[src/rtl/lsu_pkg.sv]
// Shared definitions for the MEM-stage load/store controller.
// Holds the load/store type encodings, the FSM state enum and byte-enable constants.
package lsu_pkg;

  localparam int unsigned DATA_W = 32;
  localparam int unsigned BE_W   = 4;

  typedef enum logic [2:0] {
    LT_LB  = 3'b000,
    LT_LBU = 3'b001,
    LT_LH  = 3'b010,
    LT_LHU = 3'b011,
    LT_LW  = 3'b100
  } load_type_e;

  typedef enum logic [1:0] {
    ST_SB = 2'b00,
    ST_SH = 2'b01,
    ST_SW = 2'b10
  } store_type_e;

  typedef enum logic [1:0] {
    S_IDLE     = 2'b00,
    S_WAIT_ACK = 2'b01,
    S_DONE     = 2'b10
  } lsu_state_e;

  localparam logic [BE_W-1:0] BE_BYTE = 4'b0001;
  localparam logic [BE_W-1:0] BE_HALF = 4'b0011;
  localparam logic [BE_W-1:0] BE_WORD = 4'b1111;

endpackage

[src/rtl/lsu_align.sv]
// Lane logic for the load/store controller (purely combinational).
// Command side : i_is_load, i_load_type, i_store_type, i_addr_lo, i_wdata
//                -> o_be_c, o_wdata_c, o_misaligned_c
// Response side: i_rd_type, i_rd_addr_lo, i_rdata -> o_rdata_c (extended load data)
module lsu_align
  import lsu_pkg::*;
(
  input  logic              i_is_load,
  input  logic [2:0]        i_load_type,
  input  logic [1:0]        i_store_type,
  input  logic [1:0]        i_addr_lo,
  input  logic [DATA_W-1:0] i_wdata,
  input  logic [2:0]        i_rd_type,
  input  logic [1:0]        i_rd_addr_lo,
  input  logic [DATA_W-1:0] i_rdata,
  output logic [BE_W-1:0]   o_be_c,
  output logic [DATA_W-1:0] o_wdata_c,
  output logic              o_misaligned_c,
  output logic [DATA_W-1:0] o_rdata_c
);

  load_type_e  w_lt;
  store_type_e w_st;
  load_type_e  w_rd_lt;
  logic [7:0]  w_byte;
  logic [15:0] w_half;

  // Byte enables, replicated write data and misalignment for the incoming access
  always_comb begin
    w_lt           = load_type_e'(i_load_type);
    w_st           = store_type_e'(i_store_type);
    o_be_c         = BE_WORD;
    o_wdata_c      = i_wdata;
    o_misaligned_c = 1'b0;
    if (i_is_load) begin
      case (w_lt)
        LT_LB, LT_LBU: o_misaligned_c = 1'b0;
        LT_LH, LT_LHU: o_misaligned_c = i_addr_lo[0];
        default:       o_misaligned_c = |i_addr_lo;
      endcase
    end else begin
      case (w_st)
        ST_SB: begin
          o_be_c    = BE_BYTE << i_addr_lo;
          o_wdata_c = {4{i_wdata[7:0]}};
        end
        ST_SH: begin
          o_be_c         = BE_HALF << {i_addr_lo[1], 1'b0};
          o_wdata_c      = {2{i_wdata[15:0]}};
          o_misaligned_c = i_addr_lo[0];
        end
        default: begin
          o_be_c         = BE_WORD;
          o_wdata_c      = i_wdata;
          o_misaligned_c = |i_addr_lo;
        end
      endcase
    end
  end

  // Lane select and sign/zero extension of the returned word
  always_comb begin
    w_rd_lt   = load_type_e'(i_rd_type);
    w_byte    = i_rdata[{i_rd_addr_lo, 3'b000} +: 8];
    w_half    = i_rdata[{i_rd_addr_lo[1], 4'b0000} +: 16];
    o_rdata_c = i_rdata;
    case (w_rd_lt)
      LT_LB:   o_rdata_c = {{24{w_byte[7]}}, w_byte};
      LT_LBU:  o_rdata_c = {24'h000000, w_byte};
      LT_LH:   o_rdata_c = {{16{w_half[15]}}, w_half};
      LT_LHU:  o_rdata_c = {16'h0000, w_half};
      default: o_rdata_c = i_rdata;
    endcase
  end

endmodule

[src/rtl/lsu_mem_ctrl.sv]
// MEM-stage memory access controller: single outstanding req/ack access,
// pipeline stall until completion, extended load data, misalign and timeout flags.
// Ports: clk_i/rst_ni; req_valid_i, is_load_i, is_store_i, load_type_i, store_type_i,
//        addr_i, wdata_i (decoded request); mem_req_o, mem_we_o, mem_addr_o, mem_be_o,
//        mem_wdata_o, mem_ack_i, mem_rdata_i (memory port); stall_o, done_o, rdata_o,
//        misaligned_o, err_o (pipeline side).
module lsu_mem_ctrl
  import lsu_pkg::*;
#(
  parameter int unsigned ADDR_W         = 32,
  parameter int unsigned TIMEOUT_CYCLES = 16
) (
  input  logic              clk_i,
  input  logic              rst_ni,
  input  logic              req_valid_i,
  input  logic              is_load_i,
  input  logic              is_store_i,
  input  logic [2:0]        load_type_i,
  input  logic [1:0]        store_type_i,
  input  logic [ADDR_W-1:0] addr_i,
  input  logic [DATA_W-1:0] wdata_i,
  output logic              mem_req_o,
  output logic              mem_we_o,
  output logic [ADDR_W-1:0] mem_addr_o,
  output logic [BE_W-1:0]   mem_be_o,
  output logic [DATA_W-1:0] mem_wdata_o,
  input  logic              mem_ack_i,
  input  logic [DATA_W-1:0] mem_rdata_i,
  output logic              stall_o,
  output logic              done_o,
  output logic [DATA_W-1:0] rdata_o,
  output logic              misaligned_o,
  output logic              err_o
);

  localparam int unsigned      CNT_W    = $clog2(TIMEOUT_CYCLES + 1);
  localparam logic [CNT_W-1:0] CNT_LAST = CNT_W'(TIMEOUT_CYCLES - 1);

  lsu_state_e        r_state,     w_state_nxt;
  logic [CNT_W-1:0]  r_cnt,       w_cnt_nxt;
  logic              r_mem_req,   w_req_nxt;
  logic              r_mem_we,    w_we_nxt;
  logic [ADDR_W-1:0] r_mem_addr,  w_addr_nxt;
  logic [BE_W-1:0]   r_mem_be,    w_be_nxt;
  logic [DATA_W-1:0] r_mem_wdata, w_wdata_nxt;
  logic [DATA_W-1:0] r_rdata,     w_rdata_nxt;
  logic              r_err,       w_err_nxt;
  logic [2:0]        r_rd_type,   w_rd_type_nxt;
  logic [1:0]        r_addr_lo,   w_addr_lo_nxt;

  logic              w_access;
  logic              w_stall_c;
  logic              w_done_c;
  logic              w_misaligned_c;
  logic [BE_W-1:0]   w_be_c;
  logic [DATA_W-1:0] w_wdata_c;
  logic              w_mis_c;
  logic [DATA_W-1:0] w_ext_rdata_c;

  assign w_access = req_valid_i & (is_load_i | is_store_i);

  lsu_align u_align (
    .i_is_load      (is_load_i),
    .i_load_type    (load_type_i),
    .i_store_type   (store_type_i),
    .i_addr_lo      (addr_i[1:0]),
    .i_wdata        (wdata_i),
    .i_rd_type      (r_rd_type),
    .i_rd_addr_lo   (r_addr_lo),
    .i_rdata        (mem_rdata_i),
    .o_be_c         (w_be_c),
    .o_wdata_c      (w_wdata_c),
    .o_misaligned_c (w_mis_c),
    .o_rdata_c      (w_ext_rdata_c)
  );

  // State and output registers
  always_ff @(posedge clk_i or negedge rst_ni) begin
    if (!rst_ni) begin
      r_state     <= S_IDLE;
      r_cnt       <= '0;
      r_mem_req   <= 1'b0;
      r_mem_we    <= 1'b0;
      r_mem_addr  <= '0;
      r_mem_be    <= '0;
      r_mem_wdata <= '0;
      r_rdata     <= '0;
      r_err       <= 1'b0;
      r_rd_type   <= '0;
      r_addr_lo   <= '0;
    end else begin
      r_state     <= w_state_nxt;
      r_cnt       <= w_cnt_nxt;
      r_mem_req   <= w_req_nxt;
      r_mem_we    <= w_we_nxt;
      r_mem_addr  <= w_addr_nxt;
      r_mem_be    <= w_be_nxt;
      r_mem_wdata <= w_wdata_nxt;
      r_rdata     <= w_rdata_nxt;
      r_err       <= w_err_nxt;
      r_rd_type   <= w_rd_type_nxt;
      r_addr_lo   <= w_addr_lo_nxt;
    end
  end

  // Next-state logic; stall/done/misaligned are decoded combinationally
  always_comb begin
    w_state_nxt    = r_state;
    w_cnt_nxt      = r_cnt;
    w_req_nxt      = r_mem_req;
    w_we_nxt       = r_mem_we;
    w_addr_nxt     = r_mem_addr;
    w_be_nxt       = r_mem_be;
    w_wdata_nxt    = r_mem_wdata;
    w_rdata_nxt    = r_rdata;
    w_err_nxt      = r_err;
    w_rd_type_nxt  = r_rd_type;
    w_addr_lo_nxt  = r_addr_lo;
    w_stall_c      = 1'b0;
    w_done_c       = 1'b0;
    w_misaligned_c = 1'b0;
    case (r_state)
      S_IDLE: begin
        if (w_access) begin
          if (w_mis_c) begin
            w_misaligned_c = 1'b1;
          end else begin
            w_stall_c     = 1'b1;
            w_req_nxt     = 1'b1;
            w_we_nxt      = ~is_load_i;
            w_addr_nxt    = {addr_i[ADDR_W-1:2], 2'b00};
            w_be_nxt      = w_be_c;
            w_wdata_nxt   = w_wdata_c;
            w_rd_type_nxt = load_type_i;
            w_addr_lo_nxt = addr_i[1:0];
            w_cnt_nxt     = '0;
            w_state_nxt   = S_WAIT_ACK;
          end
        end
      end
      S_WAIT_ACK: begin
        w_stall_c = 1'b1;
        // An ack arriving on the final allowed cycle still completes normally
        if (mem_ack_i) begin
          w_req_nxt   = 1'b0;
          w_err_nxt   = 1'b0;
          if (!r_mem_we) begin
            w_rdata_nxt = w_ext_rdata_c;
          end
          w_state_nxt = S_DONE;
        end else if (r_cnt == CNT_LAST) begin
          w_req_nxt   = 1'b0;
          w_rdata_nxt = '0;
          w_err_nxt   = 1'b1;
          w_state_nxt = S_DONE;
        end else begin
          w_cnt_nxt = r_cnt + CNT_W'(1);
        end
      end
      S_DONE: begin
        w_done_c    = 1'b1;
        w_state_nxt = S_IDLE;
      end
      default: begin
        w_state_nxt = S_IDLE;
      end
    endcase
  end

  assign mem_req_o    = r_mem_req;
  assign mem_we_o     = r_mem_we;
  assign mem_addr_o   = r_mem_addr;
  assign mem_be_o     = r_mem_be;
  assign mem_wdata_o  = r_mem_wdata;
  assign rdata_o      = r_rdata;
  assign err_o        = r_err;
  assign stall_o      = w_stall_c;
  assign done_o       = w_done_c;
  assign misaligned_o = w_misaligned_c;

endmodule
[config.mk]
export PLATFORM = sky130hd
export DESIGN_NAME = lsu_mem_ctrl
export DESIGN_NICKNAME = d
export VERILOG_FILES = /design/src/rtl/lsu_pkg.sv /design/src/rtl/lsu_align.sv /design/src/rtl/lsu_mem_ctrl.sv
export SDC_FILE = /design/constraint.sdc
export NUM_CORES = 1
export LEC_CHECK = 0
export ABC_AREA = 0
export BUFFER_PORTS_ARGS = -buffer_cell sky130_fd_sc_hd__buf_4
export CAP_MARGIN = 20
export CORE_MARGIN = 5
export CORE_UTILIZATION = 26
export DETAILED_ROUTE_END_ITERATION = 8
export PLACE_DENSITY = 0.48
export SYNTH_ARGS = -nofsm -noshare
export SYNTH_HDL_FRONTEND = slang
export SYNTH_HIERARCHICAL = 1
export SYNTH_SLANG_ARGS = --single-unit
[constraint.sdc]
create_clock -name clk_i -period 2.31 [get_ports clk_i]
set_input_delay 0.231 -clock clk_i [delete_from_list [all_inputs] [get_ports clk_i]]
set_output_delay 0.231 -clock clk_i [all_outputs]
set_load 0.02 [all_outputs]
---- Yosys cells after proc, flatten, opt, wreduce, memory -nomap -nowiden ----
Cells that the tools add are included.
storage, ports and cells
  register bits after elaboration ......... 113
  latch bits .............................. 0
  bits in writable memories ............... 0
  ROM bits ................................ 0
  output and inout bits ................... 106
  logic and storage cells ................. 86
  memories kept ........................... 0
cells by class
  $add $sub $neg .......................... 1
  multipliers ............................. 0
  divide/modulo/power cells ............... 0
  magnitude comparators ................... 0
  eq/ne operators ......................... 16
  shifts and indexed selects .............. 4
  mux-type cells .......................... 35
  bitwise logic cells ..................... 4
  reductions and logical operators ........ 15
operator list
  operator             count
  $mux 32              4
  $pmux 32 s4          1
  $pmux 32 s2          1
  $shiftx 32x6->16     1
  $shiftx 32x6->8      1
  $mux 5               4
  $mux 1               13
  $eq 3x2->1 const B   4
  $ne 2x2->1 const B   5
  $pmux 5 s2           1
  $reduce_and 3->1     3
  $mux 2               4
  $pmux 1 s2           4
  $pmux 4 s2           1
  $eq 3x1->1 const B   2
  $logic_not 3->1      2
  $reduce_or 2->1      3
  $add 5x1->5 const B  1
  $eq 5x4->1 const B   1
  $reduce_and 5->1     1
  $eq 2x1->1 const B   2
  $logic_not 2->1      2
  $mux 4               1
  $pmux 2 s2           1
  other kinds (10)     12

---- Longest topological paths before layout ----
  depth in word-level cells ............... 7
  gate-level depth with buffers ........... 8

---- Hierarchy ----
The synthesis kept the hierarchy.
modules (own cells, without submodules)
  module        instances  cells each  area each (sq um)
  lsu_mem_ctrl  1          312         4576.9
  lsu_align     1          182         1179.9

---- Worst setup path after synthesis ----
Ideal clock, no wire load.
  path kind ............................... flip-flop to flip-flop
  start ................................... reg r_cnt[0]
  end ..................................... reg r_cnt[4]
  data arrival time ....................... 1.943 ns
  data required time ...................... 2.185 ns
  setup slack ............................. 0.242 ns
  cell stages (with the launch flop) ...... 7
  buffers on the path ..................... 0
  path through ............................ dfrtp_1 -> ha_1 -> and3_1 -> ha_1 -> or4b_4 -> o21ai_2 -> mux2_2
on the way
  longest elaborated chain between the ends .. 4
  elaborated cells on any way between the ends .. 7
  those cells by class .................... 1 x add/sub; 2 x eq/ne; 3 x mux; 1 x reduce/logical
RTL lines
  what                    line                 source
  from (decl)             lsu_mem_ctrl.sv:40   logic [CNT_W-1:0] r_cnt, w_cnt_nxt;
  from (signal assigned)  lsu_mem_ctrl.sv:93   r_cnt <= w_cnt_nxt;
  $add 5x1->5             lsu_mem_ctrl.sv:157  w_cnt_nxt = r_cnt + CNT_W'(1);
  $mux 5                  lsu_mem_ctrl.sv:151  end else if (r_cnt == CNT_LAST) begin
  $mux 5                  lsu_mem_ctrl.sv:144  if (mem_ack_i) begin
  $pmux 5 s2              lsu_mem_ctrl.sv:122  case (r_state)
Several ways; a longest one is shown, not always the timed one. The select of a mux whose other input is x is not followed.
A chain may end at the register's enable or synchronous reset.

---- Final worst setup path ----
Ends and elaborated chain as after synthesis.

==> key figures <==
Routing
  • DR WL/cell: 17.7 um
  • Final ANT Viol Nets: 0
  • Initial DRC Count: 195
  • DRC: 0
  • Via-to-Cell Ratio: 4.66
  • Initial DRT Pass Iterations: 4
  • Vias post-DR: 4602
  • WL final: 17.5 mm

Floorplan
  • Total core area: around 0.022 mm2
  • Vert. Die Dim: 159 um
  • Row cnt: 54
  • Die width: 159 um
  • I/O pins: 213
  • Initial Util: 26.4%
  • Die ar.: 0.0252 mm2

Finish
  • Layout net count: ~800
  • Share of post-route cells with drive strength above 1: between 40% and 50%
  • # diodes: 0
  • P&R area growth vs syn: 41.5%

Placed design
  • Detailed placement HPWL: around 13 mm
  • Pre-CTS setup slack: 123 ps
  • I/O Buffers: 210
  • Final GP Congestion: slightly below 0.8

Timing
  • Slew Limit Fails: 0
  • Relative slew slack: 51.2%
  • Setup TNS: 0 ps
  • Final hold violations: 0
  • Final setup viols: 0
  • Maximum clock frequency: 0.453 GHz
  • Final period utilization: 95.6%
  • RSZ-0062 raised after global routing: false
  • Worst Clk Skew: roughly 14 ps
  • Min Tclk post-route: 2210 ps
  • WHS: 34.3 ps
  • Measured slew at the worst slew-check pin: roughly 730 ps
  • Setup ws final: 101 ps

Yosys
  • Post-synthesis cell count: just under 500
  • Post-Synth XOR/XNOR Area: 0%
  • Post-synth top area cell: dfrtp_1
  • Post-synth EDFFs: 0
  • Commonest cells in the netlist: dfrtp_1 (113), nand2_1 (48), mux2_2 (45)
  • Post-synth ARST share: 100%
  • Ys Warns: 6
  • Compound-gate portion of the synthesized area: between 10% and 20%
  • Synth Area per Inst: 11.7 um2
  • Largest family of logic cells by synthesized area: multiplexers
  • Post-Synth Adder-Cell Area: 0.435%
  • Top cells by area, synth: dfrtp_1 (49%), mux2_2 (8.8%), mux2_1 (8.6%), a21bo_2 (5.6%), nand4_1 (3.5%)
  • Sequential fraction of the synthesis area: 49.1%
  • Post-Syn Area: 0.00576 mm2
  • Post-Synth Simple-Gate Area: 11.3%
  • Post-synth cell types: 49
  • Prevailing post-synth register cell: dfrtp_1
  • Register bit total from synthesis: 113
  • Mux contribution to synthesized area: between 20% and 30%
  • Yosys top cell area share: 49.1%
  • Cell with the most instances after synthesis: dfrtp_1

GRT
  • GR Util All Layers: between 10% and 20%
  • Initial antenna violation count: 0
  • Global-route wire length before repair: ~28 mm
  • Largest net degree at the start of global routing: 49
  • Vias in the first global route: 5125
  • Grt total ovfl: 0

Critical path
  • Crit Path Category: reg2reg
  • Flop-to-flop setup slack: a little over 100 ps
  • Arr. time, crit path: 2500 ps
  • R2R depth: 6
  • Critical path startpoint category: flip-flop
  • Crit. End Element: flip-flop
  • Worst EP required: approximately 2600 ps
  • Crit-path max FO: 5

Clock network
  • Cts repair resizes: 0
  • Worst-Skew Late Latency: 410 ps
  • Number of H-tree levels: 4
  • Num Clock Sinks: 113
  • Clk root buf: clkbuf_16
  • Maximum root-to-sink buffer count: 2
  • CTS tree: yes
  • Clock-pin transition on the worst setup and hold timing paths: about 60 ps
  • Cts bufs inserted: 17
  • Post-CTS setup buffer count: 0

Hold path
  • Type of the most critical hold path: in2reg
  • Hold Path Depth: 2

Power
  • Peak VDD IR: 512 uV
  • Design Power: 9.60 mW
  • PwrDens: 1180 mW/mm2
  • Static leakage: 3.86 nW

Status
  • Status: finished, final reports clean

Run
  • Max cap viols: 0
[cell families (layout without fill, tap and decap cells)]
kind of cell    count (synthesis)  after routing
buf+inv                        52            264
other cells                     1              2
fa+ha+maj                       2              2
simple gates                  124            124
flops                         113            113
compound gates                 95             95
mux                           107            107
[through the flow]
stage	utilization (%)	area [um2]	std cells
floorplan	-	5760	495
global placement	34.7	7580	955
detailed placement	34.7	7580	955
CTS	37.3	8140	987
global route	37.3	8140	987
finish	37.3	8140	987
[final timing paths]
path                                 start         endpoint
setup / recovery                  r_cnt[0]         r_cnt[4]
hold / removal                  addr_i[13]   mem_addr_o[13]
setup reg to reg                  r_cnt[0]         r_cnt[4]
hold reg to reg            mem_wdata_o[27]  mem_wdata_o[27]
max in group asynchronous           rst_ni    mem_addr_o[7]
min in group asynchronous           rst_ni       rdata_o[3]
[layout by cell type (no fill, tap or decap), types with 2 or more instances in the layout]
cell | Yosys | layout
a22oi_1 | 2 | 2
mux2_1 | 44 | 44
inv_1 | 6 | 6
clkinv_2 | 0 | 4
nand2b_1 | 2 | 2
mux2_2 | 45 | 45
a22o_1 | 7 | 7
clkinv_4 | 0 | 3
nand4_1 | 32 | 32
mux2_4 | 2 | 2
a21bo_2 | 32 | 32
nor2b_1 | 12 | 11
o21bai_2 | 2 | 2
o21ai_0 | 7 | 7
a21oi_1 | 26 | 26
buf_12 | 0 | 6
clkbuf_16 | 0 | 17
nand2_1 | 48 | 48
conb_1 | 1 | 2
mux2i_1 | 16 | 16
clkinvlp_4 | 0 | 4
buf_4 | 13 | 220
o21ai_1 | 9 | 9
nor2_2 | 1 | 2
ha_1 | 2 | 2
nor2_1 | 18 | 17
dfrtp_1 | 113 | 113
[registers in the layout, summed over array words and instances (netlist names)]
register / cells
mem_wdata_o: 32
rdata_o: 32
mem_addr_o: 30
r_cnt: 5
mem_be_o: 4
r_rd_type: 3
r_addr_lo: 2
r_state: 2
err_o: 1
mem_req_o: 1
mem_we_o: 1
[per-layer routing]
| layer | wire, um | track usage, % | vias to the layer above |
|---|---|---|---|
| li1 | - | - | 2162 |
| met4 | 209 | 4.54 | 0 |
| met2 | 7990 | 20.9 | 196 |
| met1 | 7300 | 17.0 | 2231 |
| met5 | 0 | 0 | - |
| met3 | 2000 | 7.05 | 13 |
[area by class of cell]
type                    count  area, um2
well taps                 280        350
clock inverters            13        115
flip-flops and latches    113       2830
clock buffers              18        439
inverters                   6       22.5
multi-input cells         330       2610
fillers                  2213      13700
repair buffers            227       1780
[critical path: stages (launching register included)]
cell	delay, ps
dfrtp_1	430
ha_1	250
and3_1	190
ha_1	220
or4b_4	520
o21ai_2	130
mux2_2	360
[power by group]
group,internal [mW],switching [mW]
Combinational,1.86,2.09
Sequential,2.70,0.488
Clock,1.50,0.961
Total,6.06,3.54
[what timing repair did]
item | CTS | global route
endpoints found under the setup margin | 0 | 0
hold buffers | 1 | 0
endpoints found under the hold margin | 31 | 0
Power figures use the tool's default switching activity.
